[config.mk]
export PLATFORM = sky130hd
export DESIGN_NAME = clk_div_mode_ctrl
export DESIGN_NICKNAME = d
export VERILOG_FILES = /design/src/rtl/clk_div_mode_ctrl.sv
export SDC_FILE = /design/constraint.sdc
export NUM_CORES = 1
export LEC_CHECK = 0
export ABC_AREA = 1
export BUFFER_PORTS_ARGS = -buffer_cell sky130_fd_sc_hd__clkbuf_2
export CAP_MARGIN = 20
export CORE_AREA = 3 3 65 67
export CTS_CLUSTER_DIAMETER = 120
export DETAILED_ROUTE_END_ITERATION = 6
export DIE_AREA = 0 0 68 70
export GPL_ROUTABILITY_DRIVEN = 1
export GPL_TIMING_DRIVEN = 0
export PLACE_DENSITY = 0.68
export SYNTH_ARGS = -nofsm -noshare
export SYNTH_HDL_FRONTEND = slang
export SYNTH_SLANG_ARGS = --single-unit
[constraint.sdc]
create_clock -name Clk50MHz -period 3.8 [get_ports Clk50MHz]
set_input_delay 0 -clock Clk50MHz [delete_from_list [all_inputs] [get_ports Clk50MHz]]
set_output_delay 0 -clock Clk50MHz [all_outputs]
set_load 0.02 [all_outputs]
[src/rtl/clk_div_mode_ctrl.sv]
// Output-clock divider mode controller: half-period counter with glitch-free ratio switching.
// Optional auto mode rotation is compiled in with `define CLKDIV_AUTO_SEQ_EN.
module clk_div_mode_ctrl #(
    parameter int unsigned HALF0     = 25_000_000,
    parameter int unsigned HALF1     = 12_500_000,
    parameter int unsigned HALF2     = 5_000_000,
    parameter int unsigned HALF3     = 2_500_000,
    parameter int unsigned CNT_W     = 25,
    parameter logic [1:0]  INIT_MODE = 2'b00,
    parameter int unsigned DWELL     = 4
) (
    input  logic       Clk50MHz,
    input  logic       Rst,
    input  logic       ReqValid,
    input  logic [1:0] ReqMode,
    output logic       ReqReady,
    input  logic       AutoEn,
    output logic       Clk,
    output logic [1:0] CurMode,
    output logic       SwitchDone
);

    typedef enum logic {
        ST_RUN  = 1'b0,
        ST_PEND = 1'b1
    } state_t;

    state_t           r_state;
    state_t           w_state_nxt;
    logic [CNT_W-1:0] r_cnt;
    logic             r_clk;
    logic [1:0]       r_mode;
    logic [1:0]       r_pend_mode;
    logic             r_sd;

    logic [CNT_W-1:0] w_limit;
    logic             w_cnt_wrap;
    logic             w_boundary;
    logic             w_accept;
    logic [1:0]       w_mode_nxt;
    logic [1:0]       w_pend_nxt;
    logic             w_sd_nxt;
    logic             w_auto_step;

    function automatic logic [CNT_W-1:0] f_limit(input logic [1:0] mode);
        case (mode)
            2'd0:    f_limit = CNT_W'(HALF0);
            2'd1:    f_limit = CNT_W'(HALF1);
            2'd2:    f_limit = CNT_W'(HALF2);
            default: f_limit = CNT_W'(HALF3);
        endcase
    endfunction

`ifdef CLKDIV_AUTO_SEQ_EN
    localparam int unsigned PER_W = (DWELL > 1) ? $clog2(DWELL) : 1;

    logic [PER_W-1:0] r_per;
    logic             w_per_last;

    assign w_per_last = (r_per == PER_W'(DWELL - 1));
`else
    logic w_unused_auto;

    assign w_unused_auto = AutoEn & (DWELL != 0);
`endif

    // A period boundary is the high-to-low toggle; only there may the ratio change.
    assign w_limit    = f_limit(r_mode);
    assign w_cnt_wrap = (r_cnt == w_limit);
    assign w_boundary = w_cnt_wrap && r_clk;
    assign w_accept   = ReqValid && (r_state == ST_RUN);

    always_ff @(posedge Clk50MHz) begin
        if (Rst) begin
            r_state <= ST_RUN;
        end else begin
            r_state <= w_state_nxt;
        end
    end

    always_comb begin
        w_state_nxt = r_state;
        w_mode_nxt  = r_mode;
        w_pend_nxt  = r_pend_mode;
        w_sd_nxt    = 1'b0;
        w_auto_step = 1'b0;
        case (r_state)
            ST_RUN: begin
                if (w_accept) begin
                    if (ReqMode != r_mode) begin
                        w_state_nxt = ST_PEND;
                        w_pend_nxt  = ReqMode;
                    end else begin
                        w_sd_nxt = 1'b1;
                    end
                end
`ifdef CLKDIV_AUTO_SEQ_EN
                else if (AutoEn && w_boundary && w_per_last) begin
                    w_auto_step = 1'b1;
                    w_mode_nxt  = r_mode + 2'd1;
                    w_sd_nxt    = 1'b1;
                end
`endif
            end
            ST_PEND: begin
                if (w_boundary) begin
                    w_state_nxt = ST_RUN;
                    w_mode_nxt  = r_pend_mode;
                    w_sd_nxt    = 1'b1;
                end
            end
            default: w_state_nxt = ST_RUN;
        endcase
    end

    // Mode changes land on the wrap edge, so the counter restart and low phase come for free.
    always_ff @(posedge Clk50MHz) begin
        if (Rst) begin
            r_cnt       <= CNT_W'(1);
            r_clk       <= 1'b0;
            r_mode      <= INIT_MODE;
            r_pend_mode <= INIT_MODE;
            r_sd        <= 1'b0;
        end else begin
            r_cnt       <= w_cnt_wrap ? CNT_W'(1) : r_cnt + CNT_W'(1);
            r_clk       <= w_cnt_wrap ? ~r_clk : r_clk;
            r_mode      <= w_mode_nxt;
            r_pend_mode <= w_pend_nxt;
            r_sd        <= w_sd_nxt;
        end
    end

`ifdef CLKDIV_AUTO_SEQ_EN
    // Completed-period count; an accepted request on a boundary suppresses the auto step.
    always_ff @(posedge Clk50MHz) begin
        if (Rst) begin
            r_per <= '0;
        end else if (!AutoEn || w_auto_step || (r_state == ST_PEND && w_boundary)) begin
            r_per <= '0;
        end else if (r_state == ST_RUN && !w_accept && w_boundary) begin
            r_per <= r_per + PER_W'(1);
        end
    end
`endif

    assign ReqReady   = (r_state == ST_RUN) && !Rst;
    assign Clk        = r_clk;
    assign CurMode    = r_mode;
    assign SwitchDone = r_sd;

endmodule

* Word-level counts from Yosys, hierarchy flattened *
Cells that the tools add are included.

word-level totals
  bits in registers = 32
  bits of input ports = 6
  word-level logic and storage cells = 30

cells by class
  add/sub/neg operators = 1
  eq/ne operators = 4
  multiplexer cells = 9
  bitwise operators = 2
  reduce and logical (&&, ||, !) cells = 8

operators with widths
  cell                   count
  $pmux 25 s3            1
  $add 25x1->25 const B  1
  $eq 25x25->1           1
  $mux 1                 6
  $pmux 1 s2             2
  $logic_and 1x1->1      3
  $reduce_and 3->1       1
  $eq 2x1->1 const B     1
  $eq 2x2->1 const B     1
  $logic_not 2->1        1
  $ne 2x2->1             1
  $not 1->1              2
  $reduce_and 2->1       1
  $reduce_or 2->1        1
  $logic_not 1->1        1

* Logic depth before layout (Yosys ltp) *
Gate-level depths: netlist of the first run.

  depth in word-level cells = 6
  gate-level depth with buffers = 12
  depth with buffers taken out = 12

* Least setup slack after synthesis of the first run *
No wires, ideal clock.

  path kind = reg2reg
  start = register r_mode[1], in the netlist CurMode[1]
  end = register r_cnt[3]
  setup time = 116 ps
  arrival time = 1578 ps
  data required time = 3684 ps
  slack = 2106 ps
  cell stages (with the launch flop) = 12
  period minus slack after synthesis = 1694 ps
  path through = dfxtp_1 -> buf_6 -> nand2_2 -> nand2_1 -> nand2_1 -> nor2_1 -> nand2_1 -> nor2_2 -> a21oi_4 -> inv_4 -> buf_6 -> nor2_1

between the ends
  cells in the longest elaborated chain, start to end = 4

ends and longest elaborated chain
  element                                   line  source
  start, declared                           32    logic [1:0] r_mode;
  start signal, assigned                    127   r_mode <= w_mode_nxt;
  $eq 2x2->1, or another cell as far along  46    case (mode)
  $pmux 25 s3 *                             46
  $eq 25x25->1 *                            69    assign w_cnt_wrap = (r_cnt == w_limit);
  $reduce_or 2->1 (no source line) *        n/a
  end signal, assigned                      125   r_cnt <= w_cnt_wrap ? CNT_W'(1) : r_cnt + CNT_W'(1);
  end, declared                             30    logic [CNT_W-1:0] r_cnt;

Every way passes the cells marked *; elsewhere a longest branch is shown, timed or not.
A chain may end at the register's enable or synchronous reset.

* Final worst setup path of the first run *
  start = register r_cnt[0]
  end = register r_sd, in the netlist SwitchDone

between the ends
  cells in the longest elaborated chain, start to end = 4

ends and longest elaborated chain
  element               line  source
  $eq 25x25->1          69
  $logic_and 1x1->1     70    assign w_boundary = w_cnt_wrap && r_clk;
  $mux 1                106   if (w_boundary) begin
  $pmux 1 s2            87    case (r_state)
  end signal, assigned  129   r_sd <= w_sd_nxt;
  end, declared         34    logic r_sd;

No other way between the ends.

==> flow_summary.toml, run 1 <==
[die]
row_count = 22
io-pin-count = 11
die_w_um = 68
die_area_mm2 = 0.00476
die_h_um = 70
initial_utilization_pct = 54.9
coreArea_mm2 = 0.00369

[route]
vias = 1991
first_pass_iters = 4
drt_iter0_drc = 96
routed_wl_mm = 4.89
ant_nets = 0
drc = 0
via_per_inst = 5.14
wire_per_inst_um = 12.6

[worst_setup_path]
slowest_delay_ns = 0.54
reg2reg_depth = 11
arrival_ns = 2.46
worstPathMaxFanout = 5
crit_buf_inv = 3
crit_path_frequent_cell = "inv_1"
crit_chain = "inv_1 -> ha_1 -> inv_1 -> nor3_1 -> nand2_1 -> nor2_1 -> nand2_2 -> nor2_4 -> nand4_2 -> a21oi_1 -> dlygate4sd3_1"
cp_data_required_time_ns = 4.03
worst-path-stages = 11
cp-start-kind = "flop"
critPathSlowestCell = "dlygate4sd3_1"
crit_type = "flop to flop"
critPathTopFamily = "simple AND/OR/NAND/NOR gates"
cp-end-kind = "flop"

[power_and_ir_drop]
power_uw = 714
pwr-share-comb_pct = 5.0
powerDensity_mw_per_mm2 = 316
switchingPower_uw = 164
p_int_uw = 550
p_leak_nw = 0.921
pwr-share-seq_pct = 48.8
ir_drop_v = 0.000195
clkPwrFrac_pct = 46.2
swShare_pct = 23.0

[logic_synthesis]
synth_ff_type = "dfxtp_1"
yosysSeqAreaShare_pct = 31.6
yosysTopAreaCellShare_pct = 31.6
synth.most_common_cell = "nand2_1"
synthArstFlopShare_pct = 0
syn_area_mm2 = 0.00202
yosysWarnings = 0
synth_mux_area_share_pct = 0
synth.distinct_cells = 31
synth_xor_area_share_pct = 3.89
yosys.area_share.simple_pct = 42.6
avgSynthCellArea_um2 = 6.33
ys_ff_latch = 32
netlist.top_cell.by_area = "dfxtp_1"
synth_top_family_by_area = "simple AND/OR/NAND/NOR gates"
syn-num-nets = 328
ys_top_cells_by_area = "dfxtp_1 (32%), nand2_1 (15%), nor2_1 (9.1%)"
synth-compound-area-share_pct = 9.89
synth_fa_ha_area_share_pct = 1.24
synth_common_cells = "nand2_1 (81), nor2_1 (49), inv_1 (42)"
netlist_instances = 320
synth_edf_count = 0

[timing]
tightest_slew_ns = 0.617
relSlewSlack_pct = 58.5
min_period_ns = 2.23
setup_viol = 0
fin_worst_skew_ns = 0.00853
fin_setup_tns_ns = 0
rsz0062_at_grt = "false"
hold_viol_final = 0
timing.fmax_mhz = 448
holdWs_ns = 0.0236
drv_slew = 0
period_share_pct = 58.8

[worst_hold_path]
hold_class = "input port to flop"
holdPathStages = 3

[grt]
grt_max_degree = 12
grt_first_pass_wirelength_mm = 8.09
use_met2_pct = 35.2
grt_pass1_vias = 1859
grt_most_used_layer = "met2"
track_usage_pct = 22.2
grt_antenna_before_repair = 0
overflow = 0
grt_util_met3_pct = 4.02
gr-usage-met1_pct = 28.4

[placement]
hpwl_mm = 3.78
port_buffers = 9
placed_area_mm2 = 0.00213
gp_congestion = 0.870

[clocking]
clk_latency_ns = 0.29
htree_levels = 2
numCtsBuffers = 5
cts_tree = "yes"
root_buffer = "clkbuf_8"
clk_transition_reported_paths_ns = 0.07
cts_setup_buffers = 0
cts_max_path_buffers = 2
ctsHoldBuffers = 2
ctsResizeCount = 0
cts.sinks = 32

[cells_and_area]
layout-area-overhead-vs-synth_pct = 11.7
diodes = 0
nFillCells = 366
nets = 346
finalInstanceArea_mm2 = 0.00226
drive_above_1_share_pct = 12.1

[outcome]
outcome = "finished, final reports clean"

[flow_run]
drv_cap = 0
per-stage QoR:
stage	setup slack (ns)	instances	util, %
2_1_floorplan	2.11	320	-
3_3_place_gp	1.90	377	57.7
3_5_place_dp	1.88	377	57.7
4_1_cts	1.54	387	61.3
5_1_grt	1.31	387	61.3
6_report	1.57	387	61.3
worst register-to-register path, delay by kind of cell (launching register included):
kind / cells / cell delay (ns)
AO/OA/AOI/OAI: 1 / 0.16
adder cells (fa/ha/maj): 1 / 0.13
buffers and inverters: 3 / 0.64
flip-flops: 1 / 0.34
AND/OR/NAND/NOR: 6 / 0.90
cells by family after synthesis:
kind of cell | after synthesis
compound gates | 33
xor+xnor | 9
fa+ha+maj | 2
buf+inv | 51
flops | 32
simple gates | 193
state kept, by name, indices dropped and copies added, names as in the netlist:
signal and count:
CurMode 2, r_pend_mode 2, r_cnt 25, Clk 1
SwitchDone 1, r_state 1
cells in the final DEF (no fill, tap or decap), types with 5 or more instances in the layout:
cell and count:
xor2_1 5, clkbuf_2 9, a21oi_2 6, dfxtp_1 32, clkbuf_8 5, nor3_1 25
nand2_1 81, inv_1 42, o21ai_0 17, nand4_1 8, a21oi_1 8, nor2_1 49
nand3_1 16
cell type report:
class	count	area [µm²]	share of cell area (%)
buffer	4	38.8	1.72
timing repair buffer	11	65.1	2.88
tap	48	60.1	2.66
inverter	47	179	7.91
sequential	32	641	28.3
clock inverter	3	42.5	1.88
multi-input combinational	237	1170	51.6
clock buffer	5	68.8	3.04
routing by layer:
| layer | routed length [µm] | share of wire [%] |
|---|---|---|
| met3 | 230 | 4.7 |
| met1 | 2270 | 46 |
| met5 | 0 | 0 |
| met4 | 97 | 2.0 |
| met2 | 2300 | 47 |
path summary, 6_finish.rpt:
kind                            start                           to  slack (ns)
hold / removal             ReqMode[0]  r_pend_mode[0]$_SDFFE_PP0P_        0.02
setup reg to reg  r_cnt[0]$_SDFF_PP1_        SwitchDone$_SDFF_PP0_        1.57
setup / recovery  r_cnt[0]$_SDFF_PP1_        SwitchDone$_SDFF_PP0_        1.57
hold reg to reg   r_cnt[0]$_SDFF_PP1_          r_cnt[0]$_SDFF_PP1_        0.43
power groups by stage:
stage,clock network (mW),registers [mW],logic [mW]
2_1_floorplan,0,0.355,0.0243
3_3_place_gp,0,0.356,0.0342
3_5_place_dp,0,0.356,0.0347
4_1_cts,0.335,0.348,0.0360
5_1_grt,0.348,0.349,0.0419
6_report,0.330,0.348,0.0356
Power figures use the tool's default switching activity.
==> inputs of run 2 (changes only) <==
Settings changed: ABC_AREA 1 to 0, CORE_AREA 3 3 65 67 to 3 3 62 64, DIE_AREA 0 0 68 70 to 0 0 65 67, PLACE_DENSITY 0.68 to 0.69.
Clock period 3.8 ns to 1.8 ns, I/O delays scaled along.
==> run 2 against run 1 <==
  * The run now ends with negative hold slack, negative setup slack left
  * Fmax is 5.7% higher
  * Hold slack worse by 0.027 ns
  * Flip-flop and latch count stayed put
  * Cell count is 26% lower
  * Via count is 25% lower
  * First-iteration DRC count is 33% lower
  * Synthesized cell count is 33% lower
  * Combinational power grew to 2.6 times the previous value
  * Clock skew is 0.0047 ns lower
  * Utilization is 1.5 points higher
  * Non-clock buffer count is 13 higher
  * Critical path type unchanged
  * Largest cell class unchanged
==> flow_summary.toml, run 2 <==
[logic_synthesis]
netlist.top_cell.by_area = "dfxtp_1"
synth_edf_count = 0
synth.most_common_cell = "nor2_1"
synthArstFlopShare_pct = 0
yosysWarnings = 0
syn-num-nets = 224
synth_common_cells = "nor2_1 (37), dfxtp_1 (32), xor2_1 (17)"
synth.distinct_cells = 44
yosysSeqAreaShare_pct = 36.4
ys_top_cells_by_area = "dfxtp_1 (36%), xor2_1 (8.5%), nor2_1 (7.9%)"
netlist_instances = 216
synth_ff_type = "dfxtp_1"
avgSynthCellArea_um2 = 8.16
yosysTopAreaCellShare_pct = 36.4
syn_area_mm2 = 0.00176
ys_ff_latch = 32

[placement]
hpwl_mm = 2.62
pre_cts_ws_ns = -0.444
gp_congestion = 0.839
dp.cells = 270
port_buffers = 8

[worst_setup_path]
worst-r2r-setup-slack_ns = -0.31
cp-start-kind = "flop"
reg2reg_depth = 7
critPathSlowestCell = "or3b_1"
crit_buf_inv = 1
cp_data_required_time_ns = 2.07
crit_type = "flop to flop"
critPathTopFamily = "simple AND/OR/NAND/NOR gates"
worstPathMaxFanout = 4
r2r_start = "r_cnt[12]$_SDFF_PP0_"
cp-end-kind = "flop"
arrival_ns = 2.39
cp-startpoint = "r_cnt[12]$_SDFF_PP0_"
slowest_delay_ns = 0.37
crit_chain = "or3b_1 -> a211o_1 -> a221oi_2 -> nand4_2 -> buf_6 -> or3_1 -> a21oi_2"
r2r-end = "CurMode[1]$_SDFFE_PP0P_"

[timing]
period_share_pct = 117
timing.fmax_mhz = 473
hold_viol_final = 1
min_period_ns = 2.11
holdWs_ns = -0.00373
setup_viol = 30
setup_slack_ns = -0.313
rsz0062_at_grt = "true"
relSlewSlack_pct = 58.3
drv_slew = 0
tightest_slew_ns = 0.623
fin_setup_tns_ns = -6.46
fin_worst_skew_ns = 0.00381

[clocking]
cts_max_path_buffers = 2
numCtsBuffers = 5
cts_tree = "yes"
clk_transition_reported_paths_ns = 0.10
cts.sinks = 32
root_buffer = "clkbuf_4"
htree_levels = 2
clk_latency_ns = 0.34

[die]
die_w_um = 65
coreArea_mm2 = 0.00334
row_count = 21
die_area_mm2 = 0.00436
die_h_um = 67
io-pin-count = 11
initial_utilization_pct = 52.8

[power_and_ir_drop]
clkPwrFrac_pct = 39.6
ir_drop_v = 0.000425
power_mw = 1.36
p_leak_nw = 0.743
switchingPower_uw = 307
powerDensity_mw_per_mm2 = 651
p_int_mw = 1.06
pwr-share-seq_pct = 53.6
pwr-share-comb_pct = 6.7
swShare_pct = 22.5

[worst_hold_path]
hold_end = "r_pend_mode[1]$_SDFFE_PP0P_"
holdPathStages = 2
hold_class = "input port to flop"
hp-start = "Rst"

[grt]
grt_pass1_vias = 1435
grt_first_pass_wirelength_mm = 6.73
track_usage_pct = 20.7
grt_antenna_before_repair = 0
overflow = 0
grt_max_degree = 11

[route]
wire_per_inst_um = 13.5
first_pass_iters = 4
drt_iter0_drc = 64
drc = 0
ant_nets = 0
via_per_inst = 5.25
routed_wl_mm = 3.86
vias = 1501

[outcome]
violations = "negative hold slack, negative setup slack"
outcome = "finished, violations left"

[cells_and_area]
ff_latch_area_um2 = 651
largest_reg_flops = 25
layout-area-overhead-vs-synth_pct = 19.0
final_core_utilization_pct = 62.8
drive_above_1_share_pct = 19.2
most-common-layout-cells = "nor2_1 (36), dfxtp_1 (28), xor2_1 (17)"
top_register = "r_cnt"
diodes = 0
nets = 247
nFillCells = 314
layout_commonest_cell = "nor2_1"
multi_input_area_mm2 = 0.00103
stdcell_count = 286

[flow_run]
drv_cap = 0
-- run 2: cell count changes after synthesis, moves of 4 or more --
cell,previous run,this run
nor3_1,25,4
nor4b_1,0,4
inv_1,42,11
a21oi_2,6,0
xnor2_1,4,10
xor2_1,5,17
o21ai_0,17,4
nand2_1,81,14
nor2_1,49,37
clkbuf_1,0,5
-- run 2: cell type report --
cell class	count	share of cell area, %
inverter	11	1.97
sequential	32	31.0
clock buffer	6	1.97
clock inverter	2	1.67
multi-input combinational	161	49.3
timing repair buffer	20	7.94
buffer	8	3.34
tap	46	2.74
-- run 2: how the worst max path moves through the flow --
stage                         endpoint  slack [ns]  cells after the start
5_1_grt        CurMode[1]$_SDFFE_PP0P_       -0.43                      7
4_1_cts        CurMode[1]$_SDFFE_PP0P_       -0.32                      7
6_report       CurMode[1]$_SDFFE_PP0P_       -0.31                      7
3_5_place_dp      r_cnt[12]$_SDFF_PP0_       -0.44                      7
2_1_floorplan     r_cnt[19]$_SDFF_PP0_       -0.21                      9
3_3_place_gp      r_cnt[12]$_SDFF_PP0_       -0.47                      7
-- run 2: per-stage QoR --
step	hold slack (ns)	cell area, µm²
6_report	-0.00373	2100
5_1_grt	0.0483	2100
4_1_cts	0.00402	2100
3_5_place_dp	0.283	1870
3_3_place_gp	0.282	1870
2_1_floorplan	0.147	1780
-- run 2: cells by family after synthesis --
kind of cell | count (synthesis) | synth area share [%]
and+or+nand+nor | 105 | 30.5
adders and majority gates | 2 | 1.42
xor gates and xnor gates | 27 | 13.4
buffers and inverters | 23 | 6.75
muxes | 3 | 1.70
DFF | 32 | 36.4
AOI/OAI and AO/OA | 24 | 9.80
-- run 2: power by group through the flow --
stage               sequential [mW]  combinational, mW  clock [mW]
floorplan                     0.749             0.0539           0
global placement              0.750             0.0720           0
detailed placement            0.751             0.0710           0
CTS                           0.732             0.0924       0.550
global route                  0.734              0.105       0.578
finish                        0.732             0.0917       0.541
-- run 2: timing repair --
item | 4_1_cts | 5_1_grt
setup buffers | 9 | 0
hold endpoints to repair | 2 | 0
resized for setup | 18 | 0
endpoints found under the setup margin | 32 | 32
cloned | 1 | 0
hold buffers | 2 | 0
pin swaps | 24 | 0
-- run 2: layer usage --
layer / share of wire [%] / track usage (%) / vias to the layer above / wire length [µm]
met5: 0 / 0 / - / 0
met4: 2.2 / 10.8 / 0 / 85
met3: 4.2 / 3.71 / 8 / 162
met2: 44 / 31.9 / 31 / 1700
met1: 50 / 27.4 / 670 / 1910
li1: - / - / 792 / -
==> inputs of run 3 (changes only) <==
Settings changed: CORE_AREA 3 3 62 64 to 3 3 61 63, DIE_AREA 0 0 65 67 to 0 0 64 66, PLACE_DENSITY 0.69 to 0.68.
Clock period 1.8 ns to 2 ns, I/O delays scaled along.
==> run 3 against run 2 <==
  * The flow finishes with violations (negative setup slack)
  * Fmax is 0.37% higher
  * Flip-flop and latch count stayed put
  * Setup slack better by 0.21 ns
  * Clock power is 23% lower
  * Critical path type unchanged
==> flow_summary.toml, run 3 (synthesis results as in run 2) <==
[timing]
fin_setup_tns_ns = -2.35
drv_slew = 0
period_share_pct = 105
tightest_slew_ns = 0.630
setup_slack_ns = -0.106
min_period_ns = 2.11
holdWs_ns = 0.00915
relSlewSlack_pct = 57.9
hold_viol_final = 0
rsz0062_at_grt = "true"
fin_worst_skew_ns = 0.00399
setup_viol = 26
timing.fmax_mhz = 475

[power_and_ir_drop]
powerDensity_mw_per_mm2 = 554
p_leak_nw = 0.756
power_mw = 1.16
ir_drop_v = 0.000397

[clocking]
cts.sinks = 32
root_buffer = "clkbuf_4"
numCtsBuffers = 5
htree_levels = 2
cts_tree = "yes"
clk_latency_ns = 0.34
cts_max_path_buffers = 2
clk_transition_reported_paths_ns = 0.10

[route]
first_pass_iters = 4
drc = 0
via_per_inst = 5.64
drt_iter0_drc = 112
wire_per_inst_um = 14.6
vias = 1601
ant_nets = 0
routed_wl_mm = 4.15

[outcome]
violations = "negative setup slack"
outcome = "finished, violations left"

[cells_and_area]
final_core_utilization_pct = 63.6
top_register = "r_cnt"
layout-area-overhead-vs-synth_pct = 18.6
diodes = 0
drive_above_1_share_pct = 22.3
ff_latch_area_um2 = 653
nets = 246
multi_input_area_mm2 = 0.00108
most-common-layout-cells = "dfxtp_1 (28), nor2_1 (28), xor2_1 (17)"
nFillCells = 293
largest_reg_flops = 25

[placement]
pre_cts_ws_ns = -0.232
gp_congestion = 0.834
hpwl_mm = 2.80
port_buffers = 8

[worst_setup_path]
cp-end-kind = "flop"
cp_data_required_time_ns = 2.24
critPathSlowestCell = "dfxtp_4"
crit_type = "flop to flop"
crit_buf_inv = 2
critPathTopFamily = "simple AND/OR/NAND/NOR gates"
cp-start-kind = "flop"
crit_path_frequent_cell = "buf_6"
worstPathMaxFanout = 7
arrival_ns = 2.34
crit_chain = "or3b_1 -> a211o_1 -> a221oi_2 -> nand4_4 -> or2b_1 -> buf_6 -> buf_6 -> nor2_2"
slowest_delay_ns = 0.37

[die]
io-pin-count = 11
coreArea_mm2 = 0.00328
row_count = 21
initial_utilization_pct = 53.6
die_h_um = 66
die_w_um = 64
die_area_mm2 = 0.00422

[grt]
track_usage_pct = 22.0
grt_pass1_vias = 1538
grt_antenna_before_repair = 0
grt_first_pass_wirelength_mm = 7.11
grt_max_degree = 11
overflow = 0

[worst_hold_path]
hold_class = "input port to flop"

[flow_run]
drv_cap = 0
## run 3: cell count changes in the layout (fill, tap and decap cells not counted), moves of 2 or more
| cell | previous run | this run |
|---|---|---|
| buf_4 | 6 | 8 |
| clkbuf_8 | 0 | 2 |
| nor2_1 | 36 | 28 |
| nor2_2 | 1 | 8 |
## run 3: cell type report
cell class | instances | area share, %
flip-flops and latches | 32 | 31.3
multi-input cells | 161 | 51.6
plain buffers | 8 | 3.05
well taps | 46 | 2.75
repair buffers | 19 | 6.29
inverters | 11 | 1.98
clock buffers | 7 | 3.11
## run 3: metrics by stage
step	area, µm²	cells
2_1_floorplan	1780	216
3_3_place_gp	1870	270
3_5_place_dp	1870	270
4_1_cts	2030	282
5_1_grt	2090	284
6_report	2090	284
## run 3: worst paths after layout
check	startpoint	end	slack [ns]	cells after the start
setup / recovery	CurMode[0]$_SDFFE_PP0P_	r_cnt[19]$_SDFF_PP0_	-0.11	8
hold / removal	Rst	r_pend_mode[0]$_SDFFE_PP0P_	0.009	2
setup reg to reg	CurMode[0]$_SDFFE_PP0P_	r_cnt[19]$_SDFF_PP0_	-0.11	8
hold reg to reg	r_pend_mode[1]$_SDFFE_PP0P_	r_pend_mode[1]$_SDFFE_PP0P_	0.51	2
## run 3: what timing repair did
action                                  in CTS  in global routing
buffers inserted                             5                  3
endpoints found under the setup margin      28                 32
hold endpoints to repair                     2                  0
cloned                                       1                  0
hold buffers                                 2                  0
resized for setup                           16                 10
pin swaps                                    8                  7
## run 3: worst register-to-register path, delay by kind of cell, from the launching register on
kind                   cells  cell delay [ns]
buffers and inverters      2             0.29
DFF                        1             0.37
and+or+nand+nor            4             0.79
AOI/OAI and AO/OA          2             0.58
## run 3: report_power, final
part / leakage [nW] / switching, mW / internal [mW]
registers: 0.262 / 0.0126 / 0.645
clock network: 0.0374 / 0.217 / 0.199
logic: 0.457 / 0.0437 / 0.0389
## run 3: metal layers
metal  share of wire (%)  track usage (%)
met2                  49             35.0
met4                 2.2             10.8
met3                 6.1             5.78
met1                  43             27.4
met5                   0                0
